[config.mk]
export PLATFORM = sky130hd
export DESIGN_NAME = vga_timing_gen
export DESIGN_NICKNAME = d
export VERILOG_FILES = /design/src/rtl/vga_pkg.sv /design/src/rtl/vga_delay_line.sv /design/src/rtl/vga_timing_gen.sv
export SDC_FILE = /design/constraint.sdc
export NUM_CORES = 1
export LEC_CHECK = 0
export CAP_MARGIN = 5
export CORE_ASPECT_RATIO = 2
export CORE_UTILIZATION = 40
export CTS_CLUSTER_SIZE = 14
export DETAILED_ROUTE_END_ITERATION = 6
export PLACE_DENSITY = 0.69
export SETUP_SLACK_MARGIN = 0.2
export SLEW_MARGIN = 15
export SYNTH_ARGS = -nofsm -noshare
export SYNTH_HDL_FRONTEND = slang
export SYNTH_SLANG_ARGS = --single-unit
[constraint.sdc]
create_clock -name clk -period 2.3 [get_ports clk]
set_input_delay 0.46 -clock clk [delete_from_list [all_inputs] [get_ports clk]]
set_output_delay 0.46 -clock clk [all_outputs]
set_load 0.01 [all_outputs]
[src/rtl/vga_pkg.sv]
// Shared VGA types, the 640x480@60 mode constants and the frame-total helper.
package vga_pkg;

  localparam int VGA640_H_ACTIVE = 640;
  localparam int VGA640_H_FP     = 16;
  localparam int VGA640_H_SYNC   = 96;
  localparam int VGA640_H_BP     = 48;
  localparam int VGA640_V_ACTIVE = 480;
  localparam int VGA640_V_FP     = 10;
  localparam int VGA640_V_SYNC   = 2;
  localparam int VGA640_V_BP     = 33;

  typedef struct packed {
    logic hs;
    logic vs;
    logic act;
  } vga_ctl_t;

  function automatic int vga_total(input int active, input int fp, input int sync, input int bp);
    return active + fp + sync + bp;
  endfunction

endpackage

[src/rtl/vga_delay_line.sv]
// Enable-gated shift register; DEPTH=0 degenerates to a wire.
module vga_delay_line #(
  parameter int               WIDTH     = 3,
  parameter int               DEPTH     = 2,
  parameter logic [WIDTH-1:0] RESET_VAL = '0
) (
  input  logic             clk,
  input  logic             reset,
  input  logic             en,
  input  logic [WIDTH-1:0] d,
  output logic [WIDTH-1:0] q
);

  if (DEPTH == 0) begin : g_pass
    logic unused_ok;
    assign unused_ok = ^{clk, reset, en};
    assign q = d;
  end else begin : g_shift
    logic [WIDTH-1:0] stage [DEPTH];

    always_ff @(posedge clk) begin
      if (reset) begin
        for (int i = 0; i < DEPTH; i++) stage[i] <= RESET_VAL;
      end else if (en) begin
        stage[0] <= d;
        for (int i = 1; i < DEPTH; i++) stage[i] <= stage[i-1];
      end
    end

    assign q = stage[DEPTH-1];
  end

endmodule

[src/rtl/vga_timing_gen.sv]
// VGA timing generator on a single system clock with a pixel-tick prescaler;
// sync/blank are delayed to line up with the pixel source latency.
module vga_timing_gen
  import vga_pkg::*;
#(
  parameter int H_ACTIVE  = VGA640_H_ACTIVE,
  parameter int H_FP      = VGA640_H_FP,
  parameter int H_SYNC    = VGA640_H_SYNC,
  parameter int H_BP      = VGA640_H_BP,
  parameter int V_ACTIVE  = VGA640_V_ACTIVE,
  parameter int V_FP      = VGA640_V_FP,
  parameter int V_SYNC    = VGA640_V_SYNC,
  parameter int V_BP      = VGA640_V_BP,
  parameter int CLK_DIV   = 2,
  parameter bit HSYNC_POL = 1'b0,
  parameter bit VSYNC_POL = 1'b0,
  parameter int COLOR_W   = 4,
  parameter int PIPE      = 2,
  localparam int H_TOTAL  = vga_total(H_ACTIVE, H_FP, H_SYNC, H_BP),
  localparam int V_TOTAL  = vga_total(V_ACTIVE, V_FP, V_SYNC, V_BP),
  localparam int XW       = $clog2(H_TOTAL),
  localparam int YW       = $clog2(V_TOTAL)
) (
  input  logic               clk,
  input  logic               reset,
  output logic               pix_en,
  output logic [XW-1:0]      x,
  output logic [YW-1:0]      y,
  output logic               fetch_active,
  output logic               line_start,
  output logic               frame_start,
  input  logic [COLOR_W-1:0] r_in,
  input  logic [COLOR_W-1:0] g_in,
  input  logic [COLOR_W-1:0] b_in,
  output logic               hsync,
  output logic               vsync,
  output logic               blank_b,
  output logic [COLOR_W-1:0] r,
  output logic [COLOR_W-1:0] g,
  output logic [COLOR_W-1:0] b
);

  localparam int DW = (CLK_DIV > 1) ? $clog2(CLK_DIV) : 1;
  localparam logic [DW-1:0] DIV_LAST = DW'(CLK_DIV - 1);
  localparam logic [XW-1:0] X_LAST   = XW'(H_TOTAL - 1);
  localparam logic [YW-1:0] Y_LAST   = YW'(V_TOTAL - 1);
  localparam logic [XW-1:0] HS_START = XW'(H_ACTIVE + H_FP);
  localparam logic [XW-1:0] HS_END   = XW'(H_ACTIVE + H_FP + H_SYNC);
  localparam logic [YW-1:0] VS_START = YW'(V_ACTIVE + V_FP);
  localparam logic [YW-1:0] VS_END   = YW'(V_ACTIVE + V_FP + V_SYNC);

  logic [DW-1:0] div;
  vga_ctl_t      ctl0;
  vga_ctl_t      ctl_d;

  // Gating with reset keeps the tick quiet while reset is held, even at CLK_DIV=1.
  assign pix_en = (div == DIV_LAST) && !reset;

  always_ff @(posedge clk) begin
    if (reset) begin
      div <= '0;
      x   <= '0;
      y   <= '0;
    end else begin
      div <= (div == DIV_LAST) ? '0 : div + DW'(1);
      if (pix_en) begin
        if (x == X_LAST) begin
          x <= '0;
          y <= (y == Y_LAST) ? '0 : y + YW'(1);
        end else begin
          x <= x + XW'(1);
        end
      end
    end
  end

  assign fetch_active = (x < XW'(H_ACTIVE)) && (y < YW'(V_ACTIVE));
  assign line_start   = pix_en && (x == '0);
  assign frame_start  = pix_en && (x == '0) && (y == '0);

  assign ctl0.hs  = (x >= HS_START) && (x < HS_END);
  assign ctl0.vs  = (y >= VS_START) && (y < VS_END);
  assign ctl0.act = fetch_active;

  vga_delay_line #(
    .WIDTH     ($bits(vga_ctl_t)),
    .DEPTH     (PIPE),
    .RESET_VAL ('0)
  ) u_delay (
    .clk   (clk),
    .reset (reset),
    .en    (pix_en),
    .d     (ctl0),
    .q     (ctl_d)
  );

  always_ff @(posedge clk) begin
    if (reset) begin
      hsync   <= ~HSYNC_POL;
      vsync   <= ~VSYNC_POL;
      blank_b <= 1'b0;
      r       <= '0;
      g       <= '0;
      b       <= '0;
    end else if (pix_en) begin
      hsync   <= ctl_d.hs ? HSYNC_POL : ~HSYNC_POL;
      vsync   <= ctl_d.vs ? VSYNC_POL : ~VSYNC_POL;
      blank_b <= ctl_d.act;
      r       <= ctl_d.act ? r_in : '0;
      g       <= ctl_d.act ? g_in : '0;
      b       <= ctl_d.act ? b_in : '0;
    end
  end

endmodule

* Word-level counts from Yosys, hierarchy flattened
Memory sizes are Yosys's and may differ from the RTL's.
Index checks and enable logic that the tools add are counted.
** Storage, ports and cells
- Bits in registers :: 36
- RAM bits :: 6
- Output and inout port bits :: 39
- Memories :: 1
** Memories
- u_delay.g_shift.stage :: depth 2, bits a word 3, rd ports 2, clocked after Yosys merged registers in 0, write ports 2, line vga_delay_line.sv:19 : logic [WIDTH-1:0] stage [DEPTH];
** Cells by class
- $add $sub $neg :: 3
- $lt $le $gt $ge :: 6
- Eq/ne operators :: 2
- Mux-type cells :: 14
- Bitwise logic cells :: 2
- Reduce and logical (&&, ||, !) cells :: 11
** Operators with widths (count)
- adder 10 x 1 -> 10 bit (second input constant) :: 2
- equality test 10 bit (second input constant) :: 2
- zero test 10 bit :: 2
- less-than comparator 10 bit (second input constant) :: 2
- less-than comparator 10 x 9 -> 1 bit (second input constant) :: 2
- 2-to-1 mux 10 bit :: 2
- 2-to-1 mux 4 bit :: 3
- greater-or-equal comparator 10 bit (second input constant) :: 1
- greater-or-equal comparator 10 x 9 -> 1 bit (second input constant) :: 1
- 2-to-1 mux 1 bit :: 7
- logical AND 1 bit :: 6
- 2-to-1 mux 3 bit :: 2
- OR 1 bit :: 2
- AND reduction 2 bit :: 1
- OR reduction 2 bit :: 1
- adder 1 bit (second input constant) :: 1
- zero test 1 bit :: 1

* Depth between registers and ports, before layout
Gate-level depths: netlist (run 1).
- Depth in word-level cells :: 6
- Gate-level depth with buffers :: 6
- Mapped depth without buffers :: 6

* Hierarchy
From an unflattened synthesis (run 1), not the netlist that was laid out.
** Second synthesis, totals
- Cells, all modules :: 217
- Area total of the unflattened synthesis :: 1976.9 um^2
** Modules (own cells, without submodules)
- vga_timing_gen :: times used 1, cells each 201, area each 1715.4 um^2, seq. area each 720.7 um^2
- vga_delay_line :: times used 1, cells each 16, area each 261.5 um^2, seq. area each 180.2 um^2

* Least setup slack after synthesis (run 1)
OpenSTA, ideal clock, no wires.
- Kind :: input -> output
- Start point :: in reset
- End point :: out frame_start
- Arrival time :: 1.575 ns
- Data required time :: 1.840 ns
- Slack :: 0.265 ns
- Cell stages on the path :: 4
- Path buffers :: 0
- Cells stage by stage :: clkinv_1 -> nand2_1 -> nor4_1 -> and4_1
** On the way
- Cells in the longest elaborated chain, start to end :: 4
** Ends and longest elaborated chain
- start: declaration :: line vga_timing_gen.sv:25 : input logic reset,
- zero test 1 bit :: line vga_timing_gen.sv:57 : assign pix_en = (div == DIV_LAST) && !reset;
- logical AND 1 bit :: line vga_timing_gen.sv:57
- logical AND 1 bit
- named net line_start :: line vga_timing_gen.sv:30 : output logic line_start,
- logical AND 1 bit :: line vga_timing_gen.sv:79 : assign frame_start = pix_en && (x == '0) && (y == '0);
- end: declaration :: line vga_timing_gen.sv:31 : output logic frame_start,
The timed path passes the listed nets, and every way through them passes these cells.

* Worst setup path after layout (run 1)
- Start point :: reg x[1]
- End point :: out frame_start
** On the way
- Cells in the longest elaborated chain, start to end :: 3
** Ends and longest elaborated chain
- start: declaration :: line vga_timing_gen.sv:27 : output logic [XW-1:0] x,
- start signal: assignment :: line vga_timing_gen.sv:71 : x <= x + XW'(1);
- zero test 10 bit :: line vga_timing_gen.sv:79
- logical AND 1 bit (2 in a row) :: line vga_timing_gen.sv:79
No other way between the ends.

==> reports/metrics.yaml, run 1 <==
status: "completed"
ys_types: 44
grt_overflow: 0
layout_setup_ws_ps: 198
first_global_vias: 1830
nets: 314
maxSlewViolCount: 0
crit_required_ps: 1840
gp_congestion: 0.904
p_leak_nw: 1.00
tightest_slew_ps: 594
path_max_fanout: 2
syn_nets: 241
drv_cap: 0
clockBufferDepth: 2
clkPwrFrac_pct: 33.4
cts_buffers: 5
synth-main-ff-cell: "dfxtp_1"
final_util_pct: 60.4
drive_gt1_share_pct: 18.9
vias: 1917
worstSetupPathType: "flop to output port"
power_frac_comb_pct: 9.8
fillers: 423
cp-end-kind: "output port"
dieArea_um2: 5160
synthCells: 223
rsz0062_at_grt: "true"
ir_drop_mv: 0.424
insertion_delay_ps: 300
wire_per_inst_um: 15.0
synth_top_area_share_pct: 37.1
drc: 0
core_um2: 4640
powerDensity_nw_per_um2: 485
period_needed_ps: 2100
first_iter_violations: 38
setup_tns_ps: 0
dp_cells: 343
ys_seq_elements: 42
antennaDiodeCount: 0
pre_cts_ws_ps: -337
fmax_mhz: 476
dieWidth_um: 51.3
num_rows: 35
synth_common_cells: "dfxtp_1 (36), nand2_1 (26), nand3_1 (18), nor2_1 (17), a21oi_1 (16)"
hold_viol: 0
swShare_pct: 23.6
area_growth_pct: 44.2
holdPathStages: 2
grt_use_total_pct: 21.8
postRouteWirelength_mm: 5.29
arrival_ps: 1640
r2r_cells: 5
ant_nets: 0
async_flop_share_pct: 0
antenna_found_initial: 0
internal_power_w: 0.00104
place_hpwl_mm: 3.93
io_pins: 53
cts_htree_levels: 2
viasPerCell: 5.45
cp-start-kind: "flop"
yosysWarningCount: 0
grt_pass1_wl_mm: 8.43
path_clk_slew_ps: 80
cts-root-buf: "clkbuf_8"
grt_max_degree: 25
start_util_pct: 41.9
synth.most_common_cell: "dfxtp_1"
critical-path-max-stage-delay_ps: 330
seq_power_share_pct: 56.9
maxSlewHeadroom_pct: 60.0
hp-class: "flop to flop"
synth_edf_count: 6
path_cells: "inv_2 > ha_4 > nand4_1 > nor4_4 > buf_4 > and4_1 > buf_2"
seq_area_frac_synth_pct: 46.3
p_sw_w: 0.000320
setup_violations: 0
port_buffers: 52
yosysTopAreaCell: "dfxtp_1"
clock_skew_ps: 10.7
placed_cell_area_um2: 2680
die_h_um: 101
yosys-top-cells-area: "dfxtp_1 (37%), edfxtp_1 (9.3%), nand2_1 (5.0%), nand3_1 (4.6%), a21oi_1 (4.1%)"
crit_slowest_cell: "dfxtp_2"
syn_area_um2: 1940
cts_tree: "built"
stdcell_area_um2: 2800
clock-sinks: 42
dr.pass1.iters: 4
synth_area_per_cell_um2: 8.72
period_share_pct: 91.4
post_layout_nonfiller_instances: 352
==> routing by layer <==
| layer | vias up | track usage [%] | part of all wire (%) |
|---|---|---|---|
| li1 | 933 | - | - |
| met1 | 886 | 21.4 | 39 |
| met2 | 77 | 40.7 | 52 |
| met3 | 21 | 3.17 | 3.7 |
| met4 | 0 | 13.9 | 5.4 |
| met5 | - | 0 | 0 |
==> stage by stage <==
step                total power, W  hold slack [ps]
CTS                        0.00137              455
global placement          0.000919              438
finish                     0.00136              452
global route               0.00142              468
floorplan                 0.000843              476
detailed placement        0.000920              443
==> layout by cell type (no fill, tap or decap), types with 2 or more instances in the layout <==
cell type        instances
and4_1                   2
dlygate4sd2_1            2
clkinv_2                 2
nand2_1                 25
buf_4                   26
nor4_1                   7
nor3_1                   6
a21oi_1                 16
inv_1                    9
or3_2                    2
dfxtp_2                  2
clkdlybuf4s50_1         47
clkbuf_8                 5
edfxtp_1                 6
nand4b_1                 2
mux2i_1                  2
buf_2                    2
nand3_1                 18
o31ai_1                  2
dfxtp_1                 34
or3_4                    2
xnor2_1                  8
ha_1                     3
nor2_1                  17
nand4_1                 10
inv_2                    3
xor2_1                   2
o21ai_0                  6
and2_1                   3
==> state kept, by name (all words and copies together), names as in the netlist <==
name and cells:
g 4, x 10, hsync 1, b 4, u_delay.g_shift.stage 6, blank_b 1, div 1, r 4
vsync 1, y 10
==> worst max-delay path: cells and delay by family (launching register included) <==
| kind | cells | cell delay [ps] |
|---|---|---|
| flops | 1 | 330 |
| buf+inv | 3 | 360 |
| simple gates | 3 | 530 |
| fa+ha+maj | 1 | 120 |
==> layout make-up <==
type | instances | area [um^2] | share of cell area (%)
tap | 55 | 68.8 | 2.45
timing repair buffer | 78 | 706 | 25.2
clock inverter | 2 | 10.0 | 0.357
clock buffer | 6 | 72.6 | 2.59
sequential | 42 | 903 | 32.2
multi-input combinational | 157 | 998 | 35.6
inverter | 12 | 45.0 | 1.61
==> timing repair <==
action / CTS / global route
buffers inserted: 0 / 1
resized for setup: 13 / 12
hold buffers: 0 / 0
setup endpoints to repair: 8 / 10
hold endpoints to repair: 0 / 0
pin swaps: 2 / 5
cloned: 0 / 0
==> cells by family (layout without fill, tap and decap cells) <==
family                     count (synthesis)  after routing  synth area share [%]
adders and majority gates                  4              4                  2.57
and+or+nand+nor                          107            107                  29.7
xor gates and xnor gates                  10             10                  4.50
buffers and inverters                     24             98                  4.63
DFF                                       42             42                  46.3
muxes                                      3              3                  1.61
AOI/OAI and AO/OA                         33             33                  10.7
==> power by group through the flow <==
| stage | combinational, W | sequential, W | clock, W |
|---|---|---|---|
| 5_1_grt | 0.000145 | 0.000776 | 0.000497 |
| 3_3_place_gp | 0.000130 | 0.000789 | 0 |
| 2_1_floorplan | 0.0000521 | 0.000791 | 0 |
| 4_1_cts | 0.000130 | 0.000773 | 0.000467 |
| 3_5_place_dp | 0.000130 | 0.000790 | 0 |
| 6_report | 0.000133 | 0.000773 | 0.000454 |
==> final timing paths <==
check	slack, ps	start	to
setup / recovery	200	x[1]$_SDFFE_PP0P_	frame_start
hold / removal	450	r[3]$_SDFFE_PP0P_	r[3]$_SDFFE_PP0P_
setup reg to reg	250	x[6]$_SDFFE_PP0P_	y[8]$_SDFFE_PP0P_
hold reg to reg	450	r[3]$_SDFFE_PP0P_	r[3]$_SDFFE_PP0P_
No activity file was read; power rests on OpenSTA's default activity.
==> run 2, diff against run 1 <==
--- a/config.mk
+++ b/config.mk
@@ -11,7 +11,7 @@
 export CTS_CLUSTER_SIZE = 14
 export DETAILED_ROUTE_END_ITERATION = 6
 export PLACE_DENSITY = 0.69
-export SETUP_SLACK_MARGIN = 0.2
+export SETUP_SLACK_MARGIN = 0.02
 export SLEW_MARGIN = 15
 export SYNTH_ARGS = -nofsm -noshare
 export SYNTH_HDL_FRONTEND = slang
==> run 2 against run 1 <==
  * Clock skew decreased by 1.9 ps
  * First-iteration DRC count increased by 39%
  * Fmax decreased by 4.6%
  * Routed wire length decreased by 1.8%
  * Sequential cell count unchanged
  * Combinational power decreased by 3%
  * Total power decreased by 0.46%
  * Critical path type unchanged
  * Via count decreased by 1.6%
  * Hold slack about the same
  * Highest routed layer unchanged
==> reports/metrics.yaml, run 2 (synthesized netlist as in run 1, its figures left out) <==
dieArea_um2: 5160  # unchanged
path_buf_inv: 2  # -1
crit_slowest_cell: "or3_4"
hold_viol: 0  # unchanged
placed_cell_area_um2: 2680  # unchanged
setup_tns_ps: 0  # unchanged
layout_setup_ws_ps: 97.0  # -101 ps
antenna_found_initial: 0  # unchanged
fillers: 428  # +1.2%
grt_pass1_wl_mm: 8.34  # -1.1%
area_growth_pct: 42.5
fin_total_pwr_w: 0.00135  # -0.46%
insertion_delay_ps: 290  # about the same
start_util_pct: 41.9  # unchanged
internal_power_w: 0.00104  # -0.23%
ctsHoldBuffers: 0  # unchanged
num_rows: 35  # unchanged
status: "completed"
r2r_end: "y[3]$_SDFFE_PP0P_"
power_frac_comb_pct: 9.5  # -0.3 points
seq_power_share_pct: 57.0  # about the same
drc: 0  # unchanged
crit_required_ps: 1840  # about the same
core_um2: 4640  # unchanged
period_share_pct: 95.8  # +4.4 points
place_hpwl_mm: 3.93  # unchanged
clockBufferDepth: 2  # unchanged
drv_cap: 0  # unchanged
cts_tree: "built"
clkPwrFrac_pct: 33.4  # about the same
rr_startpoint: "x[5]$_SDFFE_PP0P_"
tightest_slew_ps: 572  # -22.0 ps
grt_max_degree: 25  # unchanged
reg_top3: "x: 10 flops, y: 10 flops, u_delay.g_shift.stage: 6 flops"
cts_buffers: 5  # unchanged
path_clk_slew_ps: 80  # about the same
path_cells: "or3_4 > nor4_4 > buf_4 > and4_1 > buf_2"
setup_violations: 0  # unchanged
path_max_fanout: 2  # unchanged
first_iter_violations: 53  # +39%
cp-start-kind: "flop"
dieWidth_um: 51.3  # unchanged
most-common-layout-cells: "clkdlybuf4s50_1 (49), dfxtp_1 (36), nand2_1 (26)"
cts_htree_levels: 2  # unchanged
vias: 1886  # -1.6%
hold_end: "r[3]$_SDFFE_PP0P_"
hp-start: "r[3]$_SDFFE_PP0P_"
maxSlewHeadroom_pct: 61.5  # +1.5 points
antennaDiodeCount: 0  # unchanged
gp_congestion: 0.904  # unchanged
first_global_vias: 1804  # -1.4%
port_buffers: 52  # unchanged
ant_nets: 0  # unchanged
fmax_mhz: 454  # -4.6%
maxSlewViolCount: 0  # unchanged
io_pins: 53  # unchanged
p_sw_w: 0.000317  # -1.2%
worstSetupPathType: "flop to output port"
die_h_um: 101  # unchanged
postRouteWirelength_mm: 5.20  # -1.8%
reg2reg_slack_ps: 190  # -60 ps
p_leak_nw: 0.995  # -0.85%
arrival_ps: 1740  # +100 ps
clock-sinks: 42  # unchanged
post_cts_buffers: 0  # unchanged
rsz0062_at_grt: "false"
cp-end-kind: "output port"
critical-path-max-stage-delay_ps: 410  # +80 ps
clock_skew_ps: 8.80  # -1.89 ps
hp-class: "flop to flop"
wire_per_inst_um: 14.8  # -1.5%
viasPerCell: 5.37  # -1.3%
grt_use_total_pct: 21.6  # -0.27 points
cts-root-buf: "clkbuf_8"
drive_gt1_share_pct: 15.2  # -3.7 points
holdPathStages: 2  # unchanged
grt_overflow: 0  # unchanged
swShare_pct: 23.4  # -0.17 points
pre_cts_ws_ps: -337  # unchanged
final_common_cell: "clkdlybuf4s50_1"
dr.pass1.iters: 4  # unchanged
cp_top_family: "simple AND/OR/NAND/NOR gates"
r2r_cells: 5  # unchanged
period_needed_ps: 2200  # +101 ps
powerDensity_nw_per_um2: 489  # +0.71%
ir_drop_mv: 0.431  # +1.7%
stdcell_area_um2: 2770  # -1.2%
fin_hold_ws_ps: 452  # -0.425 ps
nets: 313  # -0.32%
## run 2: area by class of cell
class,instances,area [um^2],area share (%)
clock buffer,6,72.6,2.62
inverter,12,45.0,1.63
multi-input combinational,157,968,34.9
timing repair buffer,77,706,25.5
sequential,42,901,32.5
tap,55,68.8,2.48
clock inverter,2,10.0,0.361
## run 2: metal layers
layer | vias up | share of wire [%] | track usage (%)
met5 | - | 0 | 0
met4 | 0 | 3.9 | 12.7
met3 | 15 | 3.1 | 3.17
met2 | 63 | 54 | 40.4
met1 | 877 | 39 | 21.4
li1 | 931 | - | -
## run 2: repair_timing
item	4_1_cts	5_1_grt
setup endpoints to repair	2	3
gates resized for setup	6	4
pin swaps	1	0
## run 2: power groups by stage
stage | registers, W | clock network [W] | logic (W)
detailed placement | 0.000790 | 0 | 0.000130
global placement | 0.000789 | 0 | 0.000130
finish | 0.000772 | 0.000452 | 0.000129
CTS | 0.000773 | 0.000467 | 0.000130
global route | 0.000775 | 0.000497 | 0.000142
floorplan | 0.000791 | 0 | 0.0000521
## run 2: through the flow
step                      utilization [%]  cells
after floorplan                         -    223
after global placement               57.7    343
after detailed placement             57.7    343
after CTS                            59.4    351
after global routing                 59.7    351
final                                59.7    351
## run 2: worst max-delay path by stage
stage | start | endpoint | cells after the start
after global placement | reset | frame_start | 7
after detailed placement | reset | frame_start | 7
after global routing | x[5]$_SDFFE_PP0P_ | frame_start | 5
after CTS | x[8]$_SDFFE_PP0P_ | fetch_active | 5
final | x[5]$_SDFFE_PP0P_ | frame_start | 5
after floorplan | reset | frame_start | 4
## run 2: tightest hold or removal path, stage by stage (launching register included)
cell and delay [ps]:
dfxtp_1 310, nand2_1 50, a21oi_1 50
